**src/rtl/parking_pkg.sv**
```systemverilog
// Shared types and constants for the parking guidance path.
// The round-robin slot search is enabled by defining SLOT_ALLOC_ROUND_ROBIN_EN.
package parking_pkg;

  localparam int          BLOCK_W    = 3;
  localparam logic [2:0]  BLOCK_NONE = 3'b111;
  localparam int          MAX_SLOTS  = 7;

  typedef enum logic [1:0] {
    IDLE,
    ALLOC,
    GUIDE
  } alloc_state_t;

  // Result of a free-slot search over the occupancy map.
  typedef struct packed {
    logic                found;
    logic [BLOCK_W-1:0]  slot;
  } search_t;

endpackage

```
**src/rtl/btn_debounce.sv**
```systemverilog
// Button conditioner: 2-flop synchroniser, stability counter and
// rising-edge pulse. A clean press yields a single 1-cycle pulse
// DEBOUNCE_CYC+2 cycles after the raw edge; holding yields no more.
module btn_debounce #(
  parameter int DEBOUNCE_CYC = 4
) (
  input  logic clk,
  input  logic rst_n,
  input  logic btn_i,
  output logic pulse_o
);

  localparam int CNT_W = (DEBOUNCE_CYC > 1) ? $clog2(DEBOUNCE_CYC) : 1;

  logic             sync1_q;
  logic             sync2_q;
  logic             stable_q;
  logic             pulse_q;
  logic [CNT_W-1:0] cnt_q;

  // Bring the asynchronous button into the clock domain.
  always_ff @(posedge clk or negedge rst_n) begin
    if (!rst_n) begin
      sync1_q <= 1'b0;
      sync2_q <= 1'b0;
    end else begin
      sync1_q <= btn_i;
      sync2_q <= sync1_q;
    end
  end

  // Accept a new level only after it has persisted; pulse on accepted rise.
  always_ff @(posedge clk or negedge rst_n) begin
    if (!rst_n) begin
      stable_q <= 1'b0;
      pulse_q  <= 1'b0;
      cnt_q    <= '0;
    end else if (sync2_q != stable_q) begin
      if (cnt_q == CNT_W'(DEBOUNCE_CYC - 1)) begin
        stable_q <= sync2_q;
        pulse_q  <= sync2_q;
        cnt_q    <= '0;
      end else begin
        pulse_q  <= 1'b0;
        cnt_q    <= cnt_q + 1'b1;
      end
    end else begin
      pulse_q <= 1'b0;
      cnt_q   <= '0;
    end
  end

  assign pulse_o = pulse_q;

endmodule

```
**src/rtl/parking_slot_allocator.sv**
```systemverilog
// Parking slot allocator: owns the occupancy map, allocates a free slot
// per debounced entry press and shows its Block code for HOLD_CYC cycles.
// Define SLOT_ALLOC_ROUND_ROBIN_EN for a rotating search start instead of
// lowest-index-first.
module parking_slot_allocator
  import parking_pkg::*;
#(
  parameter int NUM_SLOTS    = 7,
  parameter int DEBOUNCE_CYC = 4,
  parameter int HOLD_CYC     = 1000
) (
  input  logic                 clk,
  input  logic                 rst_n,
  input  logic                 entry_btn,
  input  logic                 exit_btn,
  input  logic [BLOCK_W-1:0]   exit_slot,
  output logic [BLOCK_W-1:0]   block,
  output logic                 guide_active,
  output logic [MAX_SLOTS-1:0] occupancy,
  output logic [BLOCK_W-1:0]   free_count,
  output logic                 lot_full,
  output logic                 alloc_pulse,
  output logic                 reject_pulse,
  output logic                 exit_err
);

  localparam int HOLD_W = (HOLD_CYC > 2) ? $clog2(HOLD_CYC) : 1;

  logic                 entry_acc;
  logic                 exit_acc;

  alloc_state_t         state_q;
  logic [BLOCK_W-1:0]   block_q;
  logic                 guide_q;
  logic [MAX_SLOTS-1:0] occ_q;
  logic [HOLD_W-1:0]    hold_q;
  logic                 pending_q;
  logic                 alloc_q;
  logic                 reject_q;
  logic                 err_q;

  logic                 exit_ok_d;
  logic [MAX_SLOTS-1:0] occ_exit_d;
  logic [BLOCK_W-1:0]   start_d;
  search_t              search_d;
  logic [BLOCK_W-1:0]   free_d;

`ifdef SLOT_ALLOC_ROUND_ROBIN_EN
  logic [BLOCK_W-1:0]   ptr_q;
`endif

  btn_debounce #(.DEBOUNCE_CYC(DEBOUNCE_CYC)) u_entry_db (
    .clk     (clk),
    .rst_n   (rst_n),
    .btn_i   (entry_btn),
    .pulse_o (entry_acc)
  );

  btn_debounce #(.DEBOUNCE_CYC(DEBOUNCE_CYC)) u_exit_db (
    .clk     (clk),
    .rst_n   (rst_n),
    .btn_i   (exit_btn),
    .pulse_o (exit_acc)
  );

  // First free slot at or after start, wrapping within the configured slots.
  function automatic search_t find_free(input logic [MAX_SLOTS-1:0] occ,
                                        input logic [BLOCK_W-1:0]   start);
    search_t r;
    int      idx;
    r.found = 1'b0;
    r.slot  = '0;
    for (int k = 0; k < NUM_SLOTS; k++) begin
      idx = (int'(start) + k) % NUM_SLOTS;
      if (!r.found && !occ[idx]) begin
        r.found = 1'b1;
        r.slot  = BLOCK_W'(idx);
      end
    end
    return r;
  endfunction

  // Exit is applied before any allocation in the same cycle, so the
  // search sees the post-exit map and may hand out the slot just freed.
  always_comb begin
    logic [MAX_SLOTS:0] occ_ext;
    occ_ext   = {1'b0, occ_q};
    exit_ok_d = exit_acc && (exit_slot < BLOCK_W'(NUM_SLOTS)) && occ_ext[exit_slot];
    if (exit_ok_d) begin
      occ_ext[exit_slot] = 1'b0;
    end
    occ_exit_d = occ_ext[MAX_SLOTS-1:0];
`ifdef SLOT_ALLOC_ROUND_ROBIN_EN
    start_d = ptr_q;
`else
    start_d = '0;
`endif
    search_d = find_free(occ_exit_d, start_d);
  end

  // Free slots counted from the registered map.
  always_comb begin
    free_d = '0;
    for (int i = 0; i < NUM_SLOTS; i++) begin
      if (!occ_q[i]) begin
        free_d = free_d + 1'b1;
      end
    end
  end

  // Allocation FSM with registered display outputs and event pulses.
  always_ff @(posedge clk or negedge rst_n) begin
    if (!rst_n) begin
      state_q   <= IDLE;
      block_q   <= BLOCK_NONE;
      guide_q   <= 1'b0;
      occ_q     <= '0;
      hold_q    <= '0;
      pending_q <= 1'b0;
      alloc_q   <= 1'b0;
      reject_q  <= 1'b0;
      err_q     <= 1'b0;
`ifdef SLOT_ALLOC_ROUND_ROBIN_EN
      ptr_q     <= '0;
`endif
    end else begin
      alloc_q  <= 1'b0;
      reject_q <= 1'b0;
      err_q    <= exit_acc && !exit_ok_d;
      occ_q    <= occ_exit_d;
      unique case (state_q)
        IDLE: begin
          if (entry_acc || pending_q) begin
            state_q   <= ALLOC;
            pending_q <= 1'b0;
          end
        end
        ALLOC: begin
          if (entry_acc) begin
            pending_q <= 1'b1;
          end
          if (search_d.found) begin
            occ_q   <= occ_exit_d | (MAX_SLOTS'(1) << search_d.slot);
            block_q <= search_d.slot;
            guide_q <= 1'b1;
            alloc_q <= 1'b1;
            hold_q  <= HOLD_W'(HOLD_CYC - 1);
            state_q <= GUIDE;
`ifdef SLOT_ALLOC_ROUND_ROBIN_EN
            ptr_q   <= (search_d.slot == BLOCK_W'(NUM_SLOTS - 1)) ? '0
                                                                  : search_d.slot + 1'b1;
`endif
          end else begin
            reject_q <= 1'b1;
            state_q  <= IDLE;
          end
        end
        GUIDE: begin
          if (hold_q == '0) begin
            block_q <= BLOCK_NONE;
            guide_q <= 1'b0;
            if (pending_q || entry_acc) begin
              state_q   <= ALLOC;
              pending_q <= 1'b0;
            end else begin
              state_q <= IDLE;
            end
          end else begin
            hold_q <= hold_q - 1'b1;
            if (entry_acc) begin
              pending_q <= 1'b1;
            end
          end
        end
        default: state_q <= IDLE;
      endcase
    end
  end

  assign block        = block_q;
  assign guide_active = guide_q;
  assign occupancy    = occ_q;
  assign free_count   = free_d;
  assign lot_full     = (free_d == '0);
  assign alloc_pulse  = alloc_q;
  assign reject_pulse = reject_q;
  assign exit_err     = err_q;

endmodule

```
**config.mk**
```make
export PLATFORM = sky130hd
export DESIGN_NAME = parking_slot_allocator
export DESIGN_NICKNAME = d
export VERILOG_FILES = /design/src/rtl/parking_pkg.sv /design/src/rtl/btn_debounce.sv /design/src/rtl/parking_slot_allocator.sv
export SDC_FILE = /design/constraint.sdc
export NUM_CORES = 1
export LEC_CHECK = 0
export ABC_AREA = 1
export CORE_MARGIN = 5
export CORE_UTILIZATION = 51
export CTS_CLUSTER_DIAMETER = 150
export DETAILED_ROUTE_END_ITERATION = 8
export PLACE_DENSITY = 0.76
export SYNTH_ARGS = -nofsm -noshare
export SYNTH_HDL_FRONTEND = slang
export SYNTH_HIERARCHICAL = 1
export SYNTH_SLANG_ARGS = --single-unit
```
**constraint.sdc**
```tcl
create_clock -name clk -period 3.2 [get_ports clk]
set_input_delay 0.32 -clock clk [delete_from_list [all_inputs] [get_ports clk]]
set_output_delay 0.32 -clock clk [all_outputs]
set_load 0.01 [all_outputs]
```
==> results of run 1 <==
[per-stage QoR]
stage / TNS, ns / std cells / instance area (µm²) / setup slack (ns) / power [mW]
detailed placement: -1.61 / 397 / 2770 / -0.634 / 1.68
finish: -2.30 / 417 / 3010 / -0.638 / 2.10
global route: -3.02 / 417 / 3010 / -0.815 / 2.29
CTS: -1.85 / 414 / 2970 / -0.531 / 2.11
global placement: -1.28 / 397 / 2770 / -0.508 / 1.64
floorplan: -0.0923 / 312 / 2420 / -0.0923 / 1.41
[layout by cell type, fill, tap and decap left out, types with 2 or more instances in the layout]
master and instances:
sky130_fd_sc_hd__clkdlybuf4s50_1 20, sky130_fd_sc_hd__buf_2 3, sky130_fd_sc_hd__a21oi_1 2, sky130_fd_sc_hd__dfrtp_1 34
sky130_fd_sc_hd__nand2_4 4, sky130_fd_sc_hd__nor3_1 8, sky130_fd_sc_hd__buf_4 24, sky130_fd_sc_hd__xor2_2 2
sky130_fd_sc_hd__o22ai_1 2, sky130_fd_sc_hd__nand3b_1 2, sky130_fd_sc_hd__clkbuf_8 6, sky130_fd_sc_hd__xnor2_1 2
sky130_fd_sc_hd__dfrtp_2 2, sky130_fd_sc_hd__nand3_1 17, sky130_fd_sc_hd__nor2_2 4, sky130_fd_sc_hd__o21ai_0 19
sky130_fd_sc_hd__xor2_1 11, sky130_fd_sc_hd__nand2_1 87, sky130_fd_sc_hd__ha_4 2, sky130_fd_sc_hd__ha_1 12
sky130_fd_sc_hd__or2_0 2, sky130_fd_sc_hd__inv_2 4, sky130_fd_sc_hd__nand2_2 6, sky130_fd_sc_hd__dfstp_2 3
sky130_fd_sc_hd__nor2_1 31, sky130_fd_sc_hd__nand4_1 4, sky130_fd_sc_hd__inv_1 38
[final timing paths]
check / start / endpoint / depth (start not counted)
max: occupancy[0] / lot_full / 20
min: rst_n / guide_active / 1
max reg2reg: occupancy[2] / hold_q[0] / 17
min reg2reg: u_entry_db/sync1_q / u_entry_db/sync2_q / 0
max in group asynchronous: rst_n / occupancy[0] / 1
min in group clk: u_entry_db/sync1_q / u_entry_db/sync2_q / 0
[worst register-to-register path, stage by stage, from the launching register on]
cell and delay (ns):
sky130_fd_sc_hd__dfrtp_1 0.47, sky130_fd_sc_hd__buf_4 0.17, sky130_fd_sc_hd__nand2_1 0.05, sky130_fd_sc_hd__nand2_1 0.04, sky130_fd_sc_hd__nand2_1 0.05, sky130_fd_sc_hd__nand2_1 0.07, sky130_fd_sc_hd__nand2_2 0.07, sky130_fd_sc_hd__nand2_4 0.09
sky130_fd_sc_hd__nand2_4 0.09, sky130_fd_sc_hd__nor2_1 0.06, sky130_fd_sc_hd__nor2_2 0.18, sky130_fd_sc_hd__inv_2 0.07, sky130_fd_sc_hd__nor2_2 0.13, sky130_fd_sc_hd__nand4_2 0.14, sky130_fd_sc_hd__nand2_4 0.19, sky130_fd_sc_hd__inv_1 0.11
sky130_fd_sc_hd__nand2_1 0.08, sky130_fd_sc_hd__nand2_1 0.05
[final cells by class]
cell class	instances	area, µm²
Clock inverter	2	35.0
Timing Repair Buffer	48	407
Fill cell	388	1620
Multi-Input combinational cell	225	1270
Clock buffer	6	82.6
Inverter	43	164
Tap cell	54	67.6
Sequential cell	39	982
[kinds of logic after synthesis]
logic type / synth area share [%]
AOI/OAI and AO/OA: 6.48
xor gates and xnor gates: 5.80
adders and majority gates: 7.31
buffers and inverters: 8.52
DFF: 40.9
and+or+nand+nor: 31.0
[timing repair]
action / CTS / global route
endpoints found under the hold margin: 0 / 0
buffers inserted: 9 / 3
resized for setup: 18 / 3
setup endpoints to repair: 4 / 4
pin swaps: 4 / 1
[sequential cells by signal (all words and copies together), names as in the netlist]
register and cells:
alloc_pulse 1, block 3, exit_err 1, guide_active 1, hold_q 10, occupancy 7, pending_q 1, reject_pulse 1
state_q 2, u_entry_db/cnt_q 2, u_entry_db/pulse_o 1, u_entry_db/stable_q 1, u_entry_db/sync1_q 1, u_entry_db/sync2_q 1, u_exit_db/cnt_q 2, u_exit_db/pulse_o 1
u_exit_db/stable_q 1, u_exit_db/sync1_q 1, u_exit_db/sync2_q 1
[power by group]
group | switching [mW] | leakage, nW | internal (mW)
sequential | 0.108 | 0.454 | 0.652
combinational | 0.549 | 1.14 | 0.364
clock | 0.176 | 0.0612 | 0.252
[metal layers]
metal | up-vias | part of all wire [%]
li1 | 1079 | -
met2 | 42 | 50
met5 | - | 0
met4 | 0 | 2.1
met3 | 11 | 4.2
met1 | 1026 | 43
[synthesized netlist by cell type (all sizes together)]
library cell / n
nor3: 9
a21oi: 2
dfstp: 3
nor2: 36
or2: 2
nand2: 97
nand3: 17
o22ai: 2
xnor2: 2
xor2: 13
inv: 43
ha: 14
a31oi: 2
o21a: 1
buf: 2
o31ai: 1
nand4: 5
a32o: 1
o21ai: 19
dfrtp: 36
clkbuf: 3
nand3b: 2
==> results.rst, run 1 <==
.. list-table::
   :header-rows: 1

   * - Metric
     - Value
   * - Status
     - finished with violations
   * - Violations in the final reports
     - setup timing
   * - Worst-path clk slew
     - 0.08 ns
   * - Core occupancy in the finished layout
     - 65.0%
   * - Highest-delay cell along the critical path
     - sky130_fd_sc_hd__dfrtp_2
   * - Final wirelength
     - 5020 µm
   * - Slew of the pin with the lowest slew margin
     - 0.846 ns
   * - Post-synthesis cell type count
     - 32
   * - Gate count after technology mapping
     - 312
   * - Most frequent cell on the critical path
     - sky130_fd_sc_hd__buf_4
   * - Number of buffers on the longest clock path
     - 2
   * - Yosys warning total
     - 6
   * - Met1 usage
     - 19.2%
   * - Number of buffers inserted during clock tree synthesis
     - 5
   * - Port Buffers
     - 24
   * - Required time of the worst setup path
     - between 2 and 3 ns
   * - Count of antenna-violating nets left after detailed routing
     - 0
   * - Startpoint Class
     - register
   * - Initial cell density of the core
     - 51.7%
   * - Final setup viols
     - 4
   * - Clk Latency, worst-skew pair
     - 0.30 ns
   * - Vias in the first global route
     - between 2,000 and 2,500
   * - Slowest cell delay on critical path
     - 0.41 ns
   * - Final Hold Slack
     - roughly 0.12 ns
   * - R2R setup slack
     - 0.98 ns
   * - Number of I/O pins
     - 25
   * - Pins Over Slew Limit
     - 0
   * - Pin count of the biggest net entering global routing
     - 40
   * - Count of H-tree levels built during CTS
     - 2
   * - Setup crit end kind
     - output pin
   * - Wire length of the first global-routing pass
     - 8760 µm
   * - Area delta synth->final
     - 25.6%
   * - CP Cell Sequence
     - inv_2 -> ha_4 -> xor2_2 -> inv_1 -> ha_1 -> nand2_1 -> nand2_1 -> ha_1 -> nor2_1 -> a31oi_1 -> ha_1 -> nand2_2 -> buf_4 -> buf_4 -> buf_4 -> buf_4 -> buf_4 -> a31oi_2 -> nor3_2 -> buf_2
   * - Hold Path Class
     - input port to async pin
   * - Global-route usage over all layers
     - between 10% and 20%
   * - Cell class contributing the biggest share of worst-path delay
     - adder cells
   * - First-pass DRT Iterations
     - 6
   * - Core area
     - 4630 µm²
   * - Cells taking the most area after synthesis
     - sky130_fd_sc_hd__dfrtp_1 (38%), sky130_fd_sc_hd__nand2_1 (14%), sky130_fd_sc_hd__ha_1 (7.3%), sky130_fd_sc_hd__inv_1 (6.3%), sky130_fd_sc_hd__nor2_1 (5.0%)
   * - MaxCap Viol Count
     - 0
   * - Start-to-end type of the worst setup path
     - register to output pin
   * - Share of layout cells above drive strength 1
     - 18.7%
   * - Horizontal die dimension
     - 78.5 µm
   * - Buffer cell driving the clock tree root
     - sky130_fd_sc_hd__clkbuf_8
   * - Global routing met2 resource utilization
     - between 30 and 40%
   * - Crit path buf inv count
     - 8
   * - Post-synthesis cell type with the largest combined area
     - sky130_fd_sc_hd__dfrtp_1
   * - Standard-cell rows
     - 25
   * - FMAX
     - 261 MHz
   * - Violation count after the first detailed-route iteration
     - 164
   * - TritonCTS clock tree
     - done
   * - Maximum fanout count along the critical path
     - 4
   * - Mapped Nets
     - ~330
   * - Residual DRC
     - 0
   * - Global-route met3 utilization
     - 4.01%
   * - Drt via density
     - 5.18
   * - Wirelength per Cell
     - 12.0 µm
   * - Nets
     - 383
   * - Crit path time final
     - between 3 and 4 ns
   * - Number of antenna violations at the first check in global routing
     - 0
   * - Routability-driven placement congestion ratio
     - 0.830
   * - Total power density per cell area
     - 698 nW/µm²
   * - RSZ-0062 raised after global routing
     - yes
   * - Detailed-route via count
     - 2,158
   * - Synthesized area
     - 2390 µm²
   * - Remaining max-slew budget at the tightest pin
     - 43.6%
   * - Seq cells post-synth
     - 39
   * - Post-layout worst setup margin
     - -0.638 ns
   * - Vertical die dimension
     - 78.5 µm
   * - Most used routing layer in global routing
     - met2
   * - CP Data Arrival Time
     - 3.52 ns
   * - Peak VDD IR
     - 497 µV
   * - Average footprint of a synthesized cell
     - 7.68 µm²
   * - Final HPWL from detailed placement
     - 3560 µm
   * - Leakage power figure
     - 1.65 nW
   * - Clock Skews
     - 0.00926 ns
   * - Count of hold-fix buffers inserted at cts
     - 0
   * - Share of Yosys cell area claimed by the top area cell type
     - between 30% and 40%
   * - Share of the cycle needed by the critical path after routing
     - 120%
   * - Share of synthesized area occupied by flip-flops and latches
     - a little over 40%
   * - # clock sinks
     - 39
   * - Total gr overflow
     - 0
   * - Die area
     - between 6000 and 7000 µm²
   * - Hold Violations, Final
     - 0
   * - Antenna diode count
     - 0
(Power assumes the default switching activity.)
==> run 2, diff against run 1 <==
--- a/config.mk
+++ b/config.mk
@@ -7,10 +7,11 @@
 export LEC_CHECK = 0
 export ABC_AREA = 1
 export CORE_MARGIN = 5
-export CORE_UTILIZATION = 51
+export CORE_UTILIZATION = 55
 export CTS_CLUSTER_DIAMETER = 150
 export DETAILED_ROUTE_END_ITERATION = 8
-export PLACE_DENSITY = 0.76
+export DONT_BUFFER_PORTS = 1
+export PLACE_DENSITY = 0.73
 export SYNTH_ARGS = -nofsm -noshare
 export SYNTH_HDL_FRONTEND = slang
 export SYNTH_HIERARCHICAL = 1
==> results.rst, run 2 (synthesized netlist as in run 1, its figures left out) <==
.. list-table::
   :header-rows: 1

   * - Metric
     - Value
   * - Status
     - finished with violations (unchanged)
   * - Violations in the final reports
     - setup timing (unchanged)
   * - Required time of the worst setup path
     - 2.88 ns (about the same)
   * - Count of H-tree levels built during CTS
     - 2 (unchanged)
   * - Slew of the pin with the lowest slew margin
     - 0.497 ns (was 0.846 ns)
   * - Detailed-route via count
     - 1,951 (was 2,158)
   * - Area delta synth->final
     - 14.4% (was 25.6%)
   * - Register with the highest flop count
     - hold_q (unchanged)
   * - Count of antenna-violating nets left after detailed routing
     - 0 (unchanged)
   * - TritonCTS clock tree
     - done (unchanged)
   * - Number of flip-flops under the largest register name
     - 10 (unchanged)
   * - Hold Path Class
     - input port to register (was input port to async pin)
   * - Residual DRC
     - 0 (unchanged)
   * - Nets
     - 353 (was 383)
   * - Final setup viols
     - 3 (was 4)
   * - Final HPWL from detailed placement
     - 3430 µm (was 3560 µm)
   * - Start-to-end type of the worst setup path
     - register to output pin (unchanged)
   * - Buffer cell driving the clock tree root
     - sky130_fd_sc_hd__clkbuf_8 (unchanged)
   * - RSZ-0062 raised after global routing
     - yes (unchanged)
   * - Pin count of the biggest net entering global routing
     - 40 (unchanged)
   * - Remaining max-slew budget at the tightest pin
     - 66.8% (was 43.6%)
   * - Final wirelength
     - 4680 µm (was 5020 µm)
   * - Leakage power figure
     - 1.50 nW (was 1.65 nW)
   * - Placed cell area
     - 2520 µm² (was 2770 µm²)
   * - Share of layout cells above drive strength 1
     - 18.0% (was 18.7%)
   * - Peak VDD IR
     - 393 µV (was 497 µV)
   * - # clock sinks
     - 39 (unchanged)
   * - Finished layout cell area
     - 2740 µm² (was 3010 µm²)
   * - Routability-driven placement congestion ratio
     - 0.846 (was 0.830)
   * - Total of fill cells in the finished design
     - 400 (was 388)
   * - Number of buffers on the longest clock path
     - 2 (unchanged)
   * - Worst-path clk slew
     - 0.07 ns (was 0.08 ns)
   * - Standard-cell rows
     - 24 (was 25)
   * - Placed cell count
     - 369 (was 397)
   * - Horizontal die dimension
     - 76.0 µm (was 78.5 µm)
   * - Hold Violations, Final
     - 0 (unchanged)
   * - Total gr overflow
     - 0 (unchanged)
   * - Core area
     - 4290 µm² (was 4630 µm²)
   * - Most common cell after layout, fill and taps aside
     - sky130_fd_sc_hd__nand2_1 (unchanged)
   * - Final Hold Slack
     - 0.0615 ns (was 0.123 ns)
   * - Clock Skews
     - 0.00332 ns (was 0.00926 ns)
   * - Antenna diode count
     - 0 (unchanged)
   * - Number of I/O pins
     - 25 (unchanged)
   * - Crit path time final
     - 3.64 ns (was 3.84 ns)
   * - Final standard cell count with taps included and fillers excluded
     - 385 (was 417)
   * - Number of buffers inserted during clock tree synthesis
     - 5 (unchanged)
   * - Vertical die dimension
     - 76.0 µm (was 78.5 µm)
   * - Drt via density
     - 5.07 (was 5.18)
   * - Global-route usage over all layers
     - 17.1% (was 17.9%)
   * - Number of antenna violations at the first check in global routing
     - 0 (unchanged)
   * - Core occupancy in the finished layout
     - 63.8% (was 65.0%)
   * - Clk Latency, worst-skew pair
     - 0.28 ns (was 0.30 ns)
   * - Violation count after the first detailed-route iteration
     - 106 (was 164)
   * - Maximum fanout count along the critical path
     - 4 (unchanged)
   * - Startpoint Class
     - register (unchanged)
   * - CP Data Arrival Time
     - 3.32 ns (was 3.52 ns)
   * - Post-layout worst setup margin
     - -0.443 ns (was -0.638 ns)
   * - FMAX
     - 274 MHz (was 261 MHz)
   * - Pins Over Slew Limit
     - 0 (unchanged)
   * - Wire length of the first global-routing pass
     - 8250 µm (was 8760 µm)
   * - Setup crit end kind
     - output pin (unchanged)
   * - Commonest cells after routing, fill and taps aside
     - sky130_fd_sc_hd__nand2_1 (85), sky130_fd_sc_hd__inv_1 (36), sky130_fd_sc_hd__dfrtp_1 (34), sky130_fd_sc_hd__nor2_1 (31), sky130_fd_sc_hd__o21ai_0 (18) (was sky130_fd_sc_hd__nand2_1 (87), sky130_fd_sc_hd__inv_1 (38), sky130_fd_sc_hd__dfrtp_1 (34), sky130_fd_sc_hd__nor2_1 (31), sky130_fd_sc_hd__buf_4 (24))
   * - Initial cell density of the core
     - 55.8% (was 51.7%)
   * - Share of the cycle needed by the critical path after routing
     - 114% (was 120%)
   * - Vias in the first global route
     - 1,850 (was 2,129)
   * - First-pass DRT Iterations
     - 4 (was 6)
   * - Total power density per cell area
     - 684 nW/µm² (was 698 nW/µm²)
   * - MaxCap Viol Count
     - 0 (unchanged)
   * - Wirelength per Cell
     - 12.2 µm (was 12.0 µm)
   * - Die area
     - 5770 µm² (was 6170 µm²)
   * - Port Buffers
     - 0 (was 24)
## run 2: layer usage
metal / share of wire, % / global-route usage (%) / vias up
met5: 0 / 0 / -
met4: 2.0 / 6.05 / 0
met3: 3.5 / 4.14 / 8
met2: 51 / 29.6 / 30
met1: 43 / 20.5 / 895
li1: - / - / 1018
## run 2: metrics by stage
step	total power, mW	worst slack, ns	setup TNS [ns]
floorplan	1.41	-0.0923	-0.0923
global placement	1.52	-0.0683	-0.0874
detailed placement	1.54	-0.191	-0.443
CTS	1.90	-0.444	-1.25
global route	2.06	-0.664	-1.73
finish	1.87	-0.443	-1.10
## run 2: worst paths after layout
| path | depth (start not counted) | endpoint | start | slack [ns] |
|---|---|---|---|---|
| max reg2reg | 17 | hold_q[3] | occupancy[1] | 1.10 |
| max in group asynchronous | 2 | block[0] | rst_n | 2.45 |
| min | 0 | u_entry_db/sync1_q | entry_btn | 0.06 |
| min reg2reg | 0 | u_entry_db/sync2_q | u_entry_db/sync1_q | 0.35 |
| max | 19 | lot_full | occupancy[0] | -0.44 |
| min in group asynchronous | 2 | u_entry_db/sync1_q | rst_n | 0.50 |
## run 2: power by group
part | internal [mW] | switching [mW]
combinational | 0.279 | 0.497
sequential | 0.654 | 0.132
clock | 0.155 | 0.158
## run 2: timing repair
action / in CTS / in global routing
hold buffers: 2 / 0
resized for setup: 5 / 11
endpoints found under the hold margin: 39 / 0
setup endpoints to repair: 3 / 4
setup buffers: 7 / 0
pin swaps: 2 / 6
## run 2: worst max-delay path, stage by stage (launching register included)
cell and delay (ns):
sky130_fd_sc_hd__dfrtp_2 0.40, sky130_fd_sc_hd__inv_2 0.06, sky130_fd_sc_hd__ha_4 0.27, sky130_fd_sc_hd__xor2_2 0.16, sky130_fd_sc_hd__inv_2 0.06, sky130_fd_sc_hd__ha_4 0.21
sky130_fd_sc_hd__nand2_2 0.06, sky130_fd_sc_hd__nand2_1 0.05, sky130_fd_sc_hd__ha_1 0.30, sky130_fd_sc_hd__nor2_2 0.10, sky130_fd_sc_hd__a31oi_2 0.06, sky130_fd_sc_hd__ha_1 0.32
sky130_fd_sc_hd__nand2_2 0.07, sky130_fd_sc_hd__nand2_2 0.06, sky130_fd_sc_hd__ha_4 0.16, sky130_fd_sc_hd__nand2_2 0.05, sky130_fd_sc_hd__xor2_1 0.16, sky130_fd_sc_hd__xor2_1 0.19
sky130_fd_sc_hd__inv_2 0.08, sky130_fd_sc_hd__nor3_4 0.22
## run 2: area by class of cell
type                            instances  area [µm²]  area share [%]
Multi-Input combinational cell        225        1290            47.3
Sequential cell                        39         982            35.8
Inverter                               43         164            5.98
Timing Repair Buffer                   18         154            5.62
Clock buffer                            8        80.1            2.92
Tap cell                               52        65.1            2.37
